--- src/rtl/alu_issue_ctrl_pkg.sv ---
// alu_defs: shared ALU mode, ALUOp, R-type opcode and FSM encodings.
// Used by the ALU, alu_mode_decode and alu_issue_ctrl.
package alu_defs;

  typedef enum logic [3:0] {
    MODE_AND   = 4'b0000,
    MODE_OR    = 4'b0001,
    MODE_ADD   = 4'b0010,
    MODE_LSL   = 4'b0011,
    MODE_LSR   = 4'b0100,
    MODE_SUB   = 4'b0110,
    MODE_PASSB = 4'b0111,
    MODE_NOR   = 4'b1100
  } alu_mode_e;

  typedef enum logic [1:0] {
    ALUOP_LDST  = 2'b00,
    ALUOP_CBZ   = 2'b01,
    ALUOP_RTYPE = 2'b10,
    ALUOP_RSVD  = 2'b11
  } aluop_e;

  localparam logic [10:0] OPC_ADD = 11'b10001011000;
  localparam logic [10:0] OPC_SUB = 11'b11001011000;
  localparam logic [10:0] OPC_AND = 11'b10001010000;
  localparam logic [10:0] OPC_ORR = 11'b10101010000;
  localparam logic [10:0] OPC_LSL = 11'b11010011011;
  localparam logic [10:0] OPC_LSR = 11'b11010011010;
  localparam logic [10:0] OPC_NOR = 11'b11101010001;

  typedef enum logic [1:0] {
    ST_IDLE = 2'd0,
    ST_WAIT = 2'd1,
    ST_RESP = 2'd2
  } state_e;

endpackage

--- src/rtl/alu_issue_ctrl_if.sv ---
// Request/response plus ALU-side bundle for alu_issue_ctrl.
// slave: the issue controller; master: requester and ALU.
interface alu_issue_ctrl_if #(
  parameter int WIDTH = 64
);
  logic             req_valid;
  logic             req_ready;
  logic [1:0]       req_aluop;
  logic [10:0]      req_opcode;
  logic [WIDTH-1:0] req_a;
  logic [WIDTH-1:0] req_b;
  logic [WIDTH-1:0] alu_r1;
  logic [WIDTH-1:0] alu_r2;
  logic [3:0]       alu_mode;
  logic [WIDTH-1:0] alu_out;
  logic             alu_zero;
  logic             rsp_valid;
  logic             rsp_ready;
  logic [WIDTH-1:0] rsp_result;
  logic             rsp_zero;
  logic             rsp_err;

  modport slave (
    input  req_valid, req_aluop, req_opcode,
    input  req_a, req_b,
    input  alu_out, alu_zero, rsp_ready,
    output req_ready, alu_r1, alu_r2, alu_mode,
    output rsp_valid, rsp_result, rsp_zero, rsp_err
  );

  modport master (
    output req_valid, req_aluop, req_opcode,
    output req_a, req_b,
    output alu_out, alu_zero, rsp_ready,
    input  req_ready, alu_r1, alu_r2, alu_mode,
    input  rsp_valid, rsp_result, rsp_zero, rsp_err
  );

endinterface

--- src/rtl/alu_issue_ctrl_mode_decode.sv ---
// alu_mode_decode: (aluop, opcode) -> ALU mode, err on unsupported.
// Ports: i_aluop, i_opcode in; o_mode, o_err out. Purely combinational.
import alu_defs::*;

module alu_mode_decode (
  input  logic [1:0]  i_aluop,
  input  logic [10:0] i_opcode,
  output alu_mode_e   o_mode,
  output logic        o_err
);

  logic w_rt;
  assign w_rt = (i_aluop == ALUOP_RTYPE);

  always_comb begin
    o_mode = MODE_AND;
    o_err  = 1'b0;
    unique case (1'b1)
      (i_aluop == ALUOP_LDST):         o_mode = MODE_ADD;
      (i_aluop == ALUOP_CBZ):          o_mode = MODE_PASSB;
      (w_rt && i_opcode == OPC_ADD):   o_mode = MODE_ADD;
      (w_rt && i_opcode == OPC_SUB):   o_mode = MODE_SUB;
      (w_rt && i_opcode == OPC_AND):   o_mode = MODE_AND;
      (w_rt && i_opcode == OPC_ORR):   o_mode = MODE_OR;
      (w_rt && i_opcode == OPC_LSL):   o_mode = MODE_LSL;
      (w_rt && i_opcode == OPC_LSR):   o_mode = MODE_LSR;
      (w_rt && i_opcode == OPC_NOR):   o_mode = MODE_NOR;
      default:                         o_err  = 1'b1;
    endcase
  end

endmodule

--- src/rtl/alu_issue_ctrl.sv ---
// alu_issue_ctrl: registers ALU operands/mode, waits SETTLE cycles,
// captures Out/Zero and returns it. Ports: clk, reset_n, bus (slave).
import alu_defs::*;

module alu_issue_ctrl #(
  parameter int WIDTH  = 64,
  parameter int SETTLE = 2
) (
  input  logic            clk,
  input  logic            reset_n,
  alu_issue_ctrl_if.slave bus
);

  state_e           r_state;
  state_e           w_next;
  logic [3:0]       r_cnt;
  logic [WIDTH-1:0] r_r1;
  logic [WIDTH-1:0] r_r2;
  alu_mode_e        r_mode;
  logic [WIDTH-1:0] r_result;
  logic             r_zero;
  logic             r_err;

  alu_mode_e        w_mode;
  logic             w_err;
  logic             w_req_ready;
  logic             w_rsp_valid;
  logic             w_fire;
  logic             w_done;

  alu_mode_decode u_dec (
    .i_aluop  (bus.req_aluop),
    .i_opcode (bus.req_opcode),
    .o_mode   (w_mode),
    .o_err    (w_err)
  );

  assign w_fire = bus.req_valid && w_req_ready;
  assign w_done = (r_state == ST_WAIT) && (r_cnt == 4'd0);

  always_ff @(posedge clk or negedge reset_n) begin
    if (!reset_n) r_state <= ST_IDLE;
    else          r_state <= w_next;
  end

  always_comb begin
    w_next = r_state;
    unique case (r_state)
      ST_IDLE: if (w_fire)
                 w_next = w_err ? ST_RESP : ST_WAIT;
      ST_WAIT: if (r_cnt == 4'd0)
                 w_next = ST_RESP;
      ST_RESP: if (bus.rsp_ready)
                 w_next = ST_IDLE;
      default: w_next = ST_IDLE;
    endcase
  end

  always_comb begin
    w_req_ready = (r_state == ST_IDLE);
    w_rsp_valid = (r_state == ST_RESP);
  end

  // Error requests leave the ALU inputs untouched so the
  // previous operation stays visible on the ALU.
  always_ff @(posedge clk or negedge reset_n) begin
    if (!reset_n) begin
      r_cnt    <= 4'd0;
      r_r1     <= '0;
      r_r2     <= '0;
      r_mode   <= MODE_AND;
      r_result <= '0;
      r_zero   <= 1'b0;
      r_err    <= 1'b0;
    end else begin
      if (w_fire) begin
        if (w_err) begin
          r_err    <= 1'b1;
          r_result <= '0;
          r_zero   <= 1'b0;
        end else begin
          r_r1   <= bus.req_a;
          r_r2   <= bus.req_b;
          r_mode <= w_mode;
          r_cnt  <= 4'(SETTLE - 1);
        end
      end
      if (w_done) begin
        r_result <= bus.alu_out;
        r_zero   <= bus.alu_zero;
        r_err    <= 1'b0;
      end else if (r_state == ST_WAIT) begin
        r_cnt <= r_cnt - 4'd1;
      end
    end
  end

  assign bus.req_ready  = w_req_ready;
  assign bus.rsp_valid  = w_rsp_valid;
  assign bus.alu_r1     = r_r1;
  assign bus.alu_r2     = r_r2;
  assign bus.alu_mode   = r_mode;
  assign bus.rsp_result = r_result;
  assign bus.rsp_zero   = r_zero;
  assign bus.rsp_err    = r_err;

endmodule

--- src/flat_wrapper.sv ---
// flat-port wrapper written by rule: the top's interface ports become plain ports
module alu_issue_ctrl_flat 
#(
  parameter int WIDTH  = 64,
  parameter int SETTLE = 2
)
  (clk, reset_n, bus_req_valid, bus_req_aluop, bus_req_opcode, bus_req_a, bus_req_b, bus_alu_out, bus_alu_zero, bus_rsp_ready, bus_req_ready, bus_alu_r1, bus_alu_r2, bus_alu_mode, bus_rsp_valid, bus_rsp_result, bus_rsp_zero, bus_rsp_err);
  alu_issue_ctrl_if #(.WIDTH(WIDTH)) bus_i ();
  input  logic clk;
  input  logic reset_n;
  input wire logic [$bits(bus_i.req_valid)-1:0] bus_req_valid;
  input wire logic [$bits(bus_i.req_aluop)-1:0] bus_req_aluop;
  input wire logic [$bits(bus_i.req_opcode)-1:0] bus_req_opcode;
  input wire logic [$bits(bus_i.req_a)-1:0] bus_req_a;
  input wire logic [$bits(bus_i.req_b)-1:0] bus_req_b;
  input wire logic [$bits(bus_i.alu_out)-1:0] bus_alu_out;
  input wire logic [$bits(bus_i.alu_zero)-1:0] bus_alu_zero;
  input wire logic [$bits(bus_i.rsp_ready)-1:0] bus_rsp_ready;
  output wire logic [$bits(bus_i.req_ready)-1:0] bus_req_ready;
  output wire logic [$bits(bus_i.alu_r1)-1:0] bus_alu_r1;
  output wire logic [$bits(bus_i.alu_r2)-1:0] bus_alu_r2;
  output wire logic [$bits(bus_i.alu_mode)-1:0] bus_alu_mode;
  output wire logic [$bits(bus_i.rsp_valid)-1:0] bus_rsp_valid;
  output wire logic [$bits(bus_i.rsp_result)-1:0] bus_rsp_result;
  output wire logic [$bits(bus_i.rsp_zero)-1:0] bus_rsp_zero;
  output wire logic [$bits(bus_i.rsp_err)-1:0] bus_rsp_err;
  assign bus_i.req_valid = bus_req_valid;
  assign bus_i.req_aluop = bus_req_aluop;
  assign bus_i.req_opcode = bus_req_opcode;
  assign bus_i.req_a = bus_req_a;
  assign bus_i.req_b = bus_req_b;
  assign bus_i.alu_out = bus_alu_out;
  assign bus_i.alu_zero = bus_alu_zero;
  assign bus_i.rsp_ready = bus_rsp_ready;
  assign bus_req_ready = bus_i.req_ready;
  assign bus_alu_r1 = bus_i.alu_r1;
  assign bus_alu_r2 = bus_i.alu_r2;
  assign bus_alu_mode = bus_i.alu_mode;
  assign bus_rsp_valid = bus_i.rsp_valid;
  assign bus_rsp_result = bus_i.rsp_result;
  assign bus_rsp_zero = bus_i.rsp_zero;
  assign bus_rsp_err = bus_i.rsp_err;
  alu_issue_ctrl #(.WIDTH(WIDTH), .SETTLE(SETTLE)) u_core (.clk(clk), .reset_n(reset_n), .bus(bus_i));
endmodule
--- config.mk ---
export PLATFORM = sky130hd
export DESIGN_NAME = alu_issue_ctrl_flat
export DESIGN_NICKNAME = d
export VERILOG_FILES = /design/src/rtl/alu_issue_ctrl_pkg.sv /design/src/rtl/alu_issue_ctrl_if.sv /design/src/rtl/alu_issue_ctrl_mode_decode.sv /design/src/rtl/alu_issue_ctrl.sv /design/src/flat_wrapper.sv
export SDC_FILE = /design/constraint.sdc
export NUM_CORES = 1
export LEC_CHECK = 0
export BUFFER_PORTS_ARGS = -buffer_cell sky130_fd_sc_hd__buf_2
export CAP_MARGIN = 20
export CORE_AREA = 5 5 157 159
export CTS_CLUSTER_DIAMETER = 100
export DETAILED_ROUTE_END_ITERATION = 8
export DIE_AREA = 0 0 162 164
export PLACE_DENSITY = 0.66
export SKIP_LAST_GASP = 1
export SLEW_MARGIN = 25
export SYNTH_ARGS = -nofsm -noshare
export SYNTH_HDL_FRONTEND = slang
export SYNTH_SLANG_ARGS = --single-unit
--- constraint.sdc ---
create_clock -name clk -period 4.75 [get_ports clk]
set_clock_uncertainty 0.15 [all_clocks]
set_input_delay 0 -clock clk [delete_from_list [all_inputs] [get_ports clk]]
set_output_delay 0 -clock clk [all_outputs]
set_load 0.005 [all_outputs]
After elaboration in Yosys (flattened, before gate mapping):

Index checks and enable logic that the tools add are counted.

* register bits after elaboration: 204
* input bits: 210

* multiplexer cells: 19
* eq/ne operators: 15
* add/subtract/negate cells: 1
* reductions and logical operators: 18

Operator list (count)
* 2-to-1 mux 64 bit: 3
* == test 11 bit (second input constant): 7
* one-hot mux 4 bit (7 select lines): 1
* 2-to-1 mux 4 bit: 4
* logical AND 1 bit: 9
* OR reduction 9 bit: 1
* 2-to-1 mux 2 bit: 4
* 2-to-1 mux 1 bit: 6
* != test 2 bit (second input constant): 3
* one-hot mux 2 bit (3 select lines): 1
* == test 2 x 1 -> 1 bit (second input constant): 2
* == test 2 bit (second input constant): 2
* zero test 2 bit: 2
* zero test 4 bit: 1
* AND reduction 2 bit: 2
* subtractor 4 x 1 -> 4 bit (second input constant): 1
* AND reduction 3 bit: 1
* != test 2 x 1 -> 1 bit (second input constant): 1
* nonzero test 2 bit: 1
* OR reduction 2 bit: 1

Longest topological paths before layout:

* depth in word-level cells: 7
* gate-level depth with buffers: 8

Hierarchy:

From an unflattened synthesis, not the netlist that was laid out.

* cells, all modules: 490
* area total of the unflattened synthesis: 7772.5 um2

By module, submodules not included
* alu_issue_ctrl: instances 1, area each 7603.5 um2, seq. area each 5104.9 um2, cells each 463
* alu_mode_decode: instances 1, area each 168.9 um2, seq. area each 0.0 um2, cells each 27

Least setup slack after synthesis:

No wires, ideal clock.

* path kind: reg2reg
* from: register u_core.r_cnt[0]
* to: register u_core.r_result[23], in the netlist u_core.bus.rsp_result[23]
* setup slack: 2672 ps
* data required time: 4522 ps
* path buffers: 2
* cell stages (with the launch flop): 9
* library setup time: 78 ps
* data arrival time: 1850 ps
* clock period less this slack: 2078 ps
* path through: dfrtp_1 inv_1 ha_1 nor3b_1 and3b_1 clkbuf_1 clkbuf_1 nand2_1 a21oi_1

* longest elaborated chain between the ends: 4
* elaborated cells on any way between the ends: 6
* those cells by class: eq/ne (1); mux (1); reduce/logical (4)

Ends and longest elaborated chain
* start: declaration: line alu_issue_ctrl.sv:16 `logic [3:0] r_cnt;`
* start signal: assignment: line alu_issue_ctrl.sv:85 `r_cnt <= 4'(SETTLE - 1);`
* start signal: assignment: line alu_issue_ctrl.sv:93 `r_cnt <= r_cnt - 4'd1;`
* zero test 4 bit (*): line alu_issue_ctrl.sv:39 `assign w_done = (r_state == ST_WAIT) && (r_cnt == 4'd0);`
* logical AND 1 bit (*): line alu_issue_ctrl.sv:39
* != test 2 x 1 -> 1 bit (no source line) / nonzero test 2 bit (equally long branches)
* AND reduction 2 bit (no source line)
* end signal: assignment: line alu_issue_ctrl.sv:89 `r_result <= bus.alu_out;`
* end: declaration: line alu_issue_ctrl.sv:20 `logic [WIDTH-1:0] r_result;`

Mark *: on every way between the ends. The rest lies on a longest branch, timed or not.
A chain may end at the register's enable or synchronous reset.

Final worst setup path:

* from: input bus_req_opcode[0]
* to: register u_core.r_r1[0], in the netlist u_core.bus.alu_r1[0]

* longest elaborated chain between the ends: 4
* elaborated cells on any way between the ends: 16
* those cells by class: eq/ne (7); reduce/logical (9)

Ends and longest elaborated chain
* start: declaration: line flat_wrapper.sv:13 `input wire logic [$bits(bus_i.req_opcode)-1:0] bus_req_opcode;`
* == test 11 bit, or another cell as far along: line alu_issue_ctrl_mode_decode.sv:21 `(w_rt && i_opcode == OPC_ADD): o_mode = MODE_ADD;`
* logical AND 1 bit, or another cell as far along: line alu_issue_ctrl_mode_decode.sv:21
* OR reduction 9 bit (no source line) (*)
* AND reduction 2 bit (no source line) (*)
* end signal: assignment: line alu_issue_ctrl.sv:82 `r_r1 <= bus.req_a;`
* end: declaration: line alu_issue_ctrl.sv:17 `logic [WIDTH-1:0] r_r1;`

Marked as above.

==> results.sh <==
export IMPL_status="completed"
export IMPL_synth_compound_area_frac=0.0551
export IMPL_p_total_mw=7.91
export IMPL_synthMuxAreaShare=0.203
export IMPL_syn_avg_cell_area_um2=13.3
export IMPL_max_vdd_ir_drop_uv=339
export IMPL_grt_overflow=0
export IMPL_cp_data_required_time_ns=4.98
export IMPL_die_y_um=164
export IMPL_synthCells=632
export IMPL_max_clock_path_buffers=3
export IMPL_drive_gt1_frac=0.461
export IMPL_final_period_utilization=0.673
export IMPL_post_cts_resized=0
export IMPL_fmax_mhz=313
export IMPL_antenna_found_initial=1
export IMPL_grt_usage=0.210
export IMPL_syn_to_final_growth_pct=60.7
export IMPL_critPathLaunchType="input pin"
export IMPL_synthesis_nets=844
export IMPL_synth_area_leaders="dfrtp_1 61%, mux2_4 13%, mux2_2 7.0%, nand2_1 6.0%, a21oi_1 3.9%"
export IMPL_dp_cells=1302
export IMPL_synth_warnings=0
export IMPL_nNetsFinal=1459
export IMPL_port_buffer_count=409
export IMPL_cp_end_kind="flip-flop"
export IMPL_cts_setup_buffers=0
export IMPL_yosys_area_share_simple=0.0906
export IMPL_synthXorXnorAreaFrac=0.00209
export IMPL_routed_wl_mm=28.9
export IMPL_core_area_um2=23100
export IMPL_synthesis_area_um2=8390
export IMPL_stdcell_area_um2=13500
export IMPL_power_leakage_nw=6.66
export IMPL_fin_cells=1554
export IMPL_tightest_slew_ns=0.927
export IMPL_finalCriticalPeriod_ns=3.20
export IMPL_grt_pass1_wl_mm=44.7
export IMPL_fill_cells=1766
export IMPL_numCtsBuffers=23
export IMPL_route_detailed_drc=0
export IMPL_ys_seq_elements=204
export IMPL_die_area_um2=26600
export IMPL_ys_seq_area_frac=0.608
export IMPL_netlist_top_cells_count="204 x dfrtp_1, 134 x nand2_1, 70 x mux2_4"
export IMPL_holdWs_ns=0.0561
export IMPL_synth_top_cell_area_share=0.608
export IMPL_cts_root_buffer="clkbuf_16"
export IMPL_utilization=0.583
export IMPL_clk_pin_slew_worst_paths_ns=0.06
export IMPL_grt_pass1_vias=8113
export IMPL_start_util=0.363
export IMPL_synth_async_reset_ratio=1.00
export IMPL_num_vias=7426
export IMPL_clock_latency_ns=0.49
export IMPL_synth_top_family_by_area="multiplexers"
export IMPL_rsz0062_at_grt="no"
export IMPL_setup_tns_final_ns=0
export IMPL_ios=410
export IMPL_setup_worst_path_class="input pin to flip-flop"
export IMPL_num_rows=56
export IMPL_cp_data_arrival_time_ns=3.43
export IMPL_finalMaxSlewViolations=0
export IMPL_hold_viol=0
export IMPL_dpl_cell_area_um2=10600
export IMPL_cts_tree="done"
export IMPL_synth_edff_count=0
export IMPL_synth_most_common_cell="dfrtp_1"
export IMPL_worstHoldPathType="input pin to asynchronous set/reset pin"
export IMPL_slew_headroom=0.380
export IMPL_wl_per_cell_um=18.6
export IMPL_grt_max_degree=120
export IMPL_dp_slack_ns=1.78
export IMPL_setup_viol=0
export IMPL_dp_hpwl_mm=18.0
export IMPL_worstPathMaxFanout=50
export IMPL_via_per_inst=4.78
export IMPL_gp_congestion=0.794
export IMPL_synth_top_area_cell="dfrtp_1"
export IMPL_synthAdderAreaFrac=0.00298
export IMPL_cts_max_level=1
export IMPL_fp_dieW_um=162
export IMPL_yosys_cell_types_count=42
export IMPL_drtPass1Iterations=5
export IMPL_ant_nets=0
export IMPL_drtIter0Drc=488
export IMPL_maxCapViolCount=0
export IMPL_ys_flop_type="dfrtp_1"
export IMPL_powerDensity_nw_per_um2=587
export IMPL_clock_sinks=204
export IMPL_setup_slack_ns=1.55
## metal layers
metal  wire, um  global-route usage  vias up
li1           -                   -     3398
met1      10800               0.245     3522
met2      14100               0.363      418
met3       2610              0.0570       88
met4       1420              0.0919        0
met5          0                   0        -
## sequential cells by signal, summed over array words and instances (netlist names)
signal / count
u_core.r_state: 2
u_core.bus.rsp_result: 64
u_core.r_cnt: 4
u_core.bus.alu_r1: 64
u_core.bus.rsp_err: 1
u_core.bus.rsp_zero: 1
u_core.bus.alu_r2: 64
u_core.bus.alu_mode: 4
## layout make-up
type | instances | area (um^2) | share of cell area
antenna | 1 | 2.50 | 0.000186
clock buffer | 33 | 673 | 0.0499
clock inverter | 8 | 95.1 | 0.00705
inverter | 4 | 15.0 | 0.00111
multi-input combinational | 388 | 2980 | 0.221
sequential | 204 | 5100 | 0.379
tap | 290 | 363 | 0.0269
timing repair buffer | 626 | 4250 | 0.315
## worst max-delay path, stage by stage
cell and delay [ns]:
dlygate4sd3_1 0.53, buf_2 0.15, nor4b_1 0.57, and4b_1 0.36, nand3b_1 0.23, o21a_4 0.77
buf_12 0.38, mux2_4 0.34
## cells in the final DEF (no fill, tap or decap), types with 3 or more instances in the layout
| cell type | n |
|---|---|
| dfrtp_1 | 204 |
| clkbuf_16 | 23 |
| nor3_1 | 4 |
| inv_1 | 4 |
| nor2_1 | 5 |
| nand3_1 | 3 |
| buf_12 | 3 |
| mux2_1 | 6 |
| clkinv_2 | 4 |
| nand3b_1 | 4 |
| nand2_1 | 134 |
| clkbuf_8 | 6 |
| buf_2 | 408 |
| clkbuf_1 | 4 |
| a21oi_1 | 66 |
| buf_4 | 4 |
| mux2_4 | 70 |
| o21ai_0 | 8 |
| nor3b_1 | 3 |
| dlygate4sd3_1 | 210 |
| mux2_2 | 52 |
## timing repair
item                                    CTS  global route
hold buffers                            210             0
endpoints found under the setup margin    0             0
endpoints found under the hold margin   317             0
## logic make-up after synthesis
family	count (synthesis)
AO/OA/AOI/OAI	85
XOR/XNOR	2
adder cells (fa/ha/maj)	2
buffers and inverters	40
flip-flops	204
multiplexers	128
AND/OR/NAND/NOR	171
## report_power, final
group | leakage (nW) | switching [mW] | internal [mW]
sequential | 2.52 | 0.493 | 2.62
combinational | 3.76 | 1.33 | 1.67
clock | 0.376 | 0.716 | 1.09
## worst paths after layout
check,start,end,slack [ns],cells after the start
worst max register to register,u_core.r_cnt[0],u_core.bus.rsp_result[37],2.04,7
min in group clk,bus_req_opcode[3],u_core.r_cnt[0],0.10,5
worst min register to register,u_core.bus.rsp_err,u_core.bus.rsp_err,0.32,1
worst min-delay path,reset_n,u_core.bus.alu_r1[57],0.06,2
max in group asynchronous,reset_n,u_core.bus.rsp_result[22],3.27,3
worst max-delay path,bus_req_opcode[0],u_core.bus.alu_r1[0],1.55,8
Power figures use the tool's default switching activity.
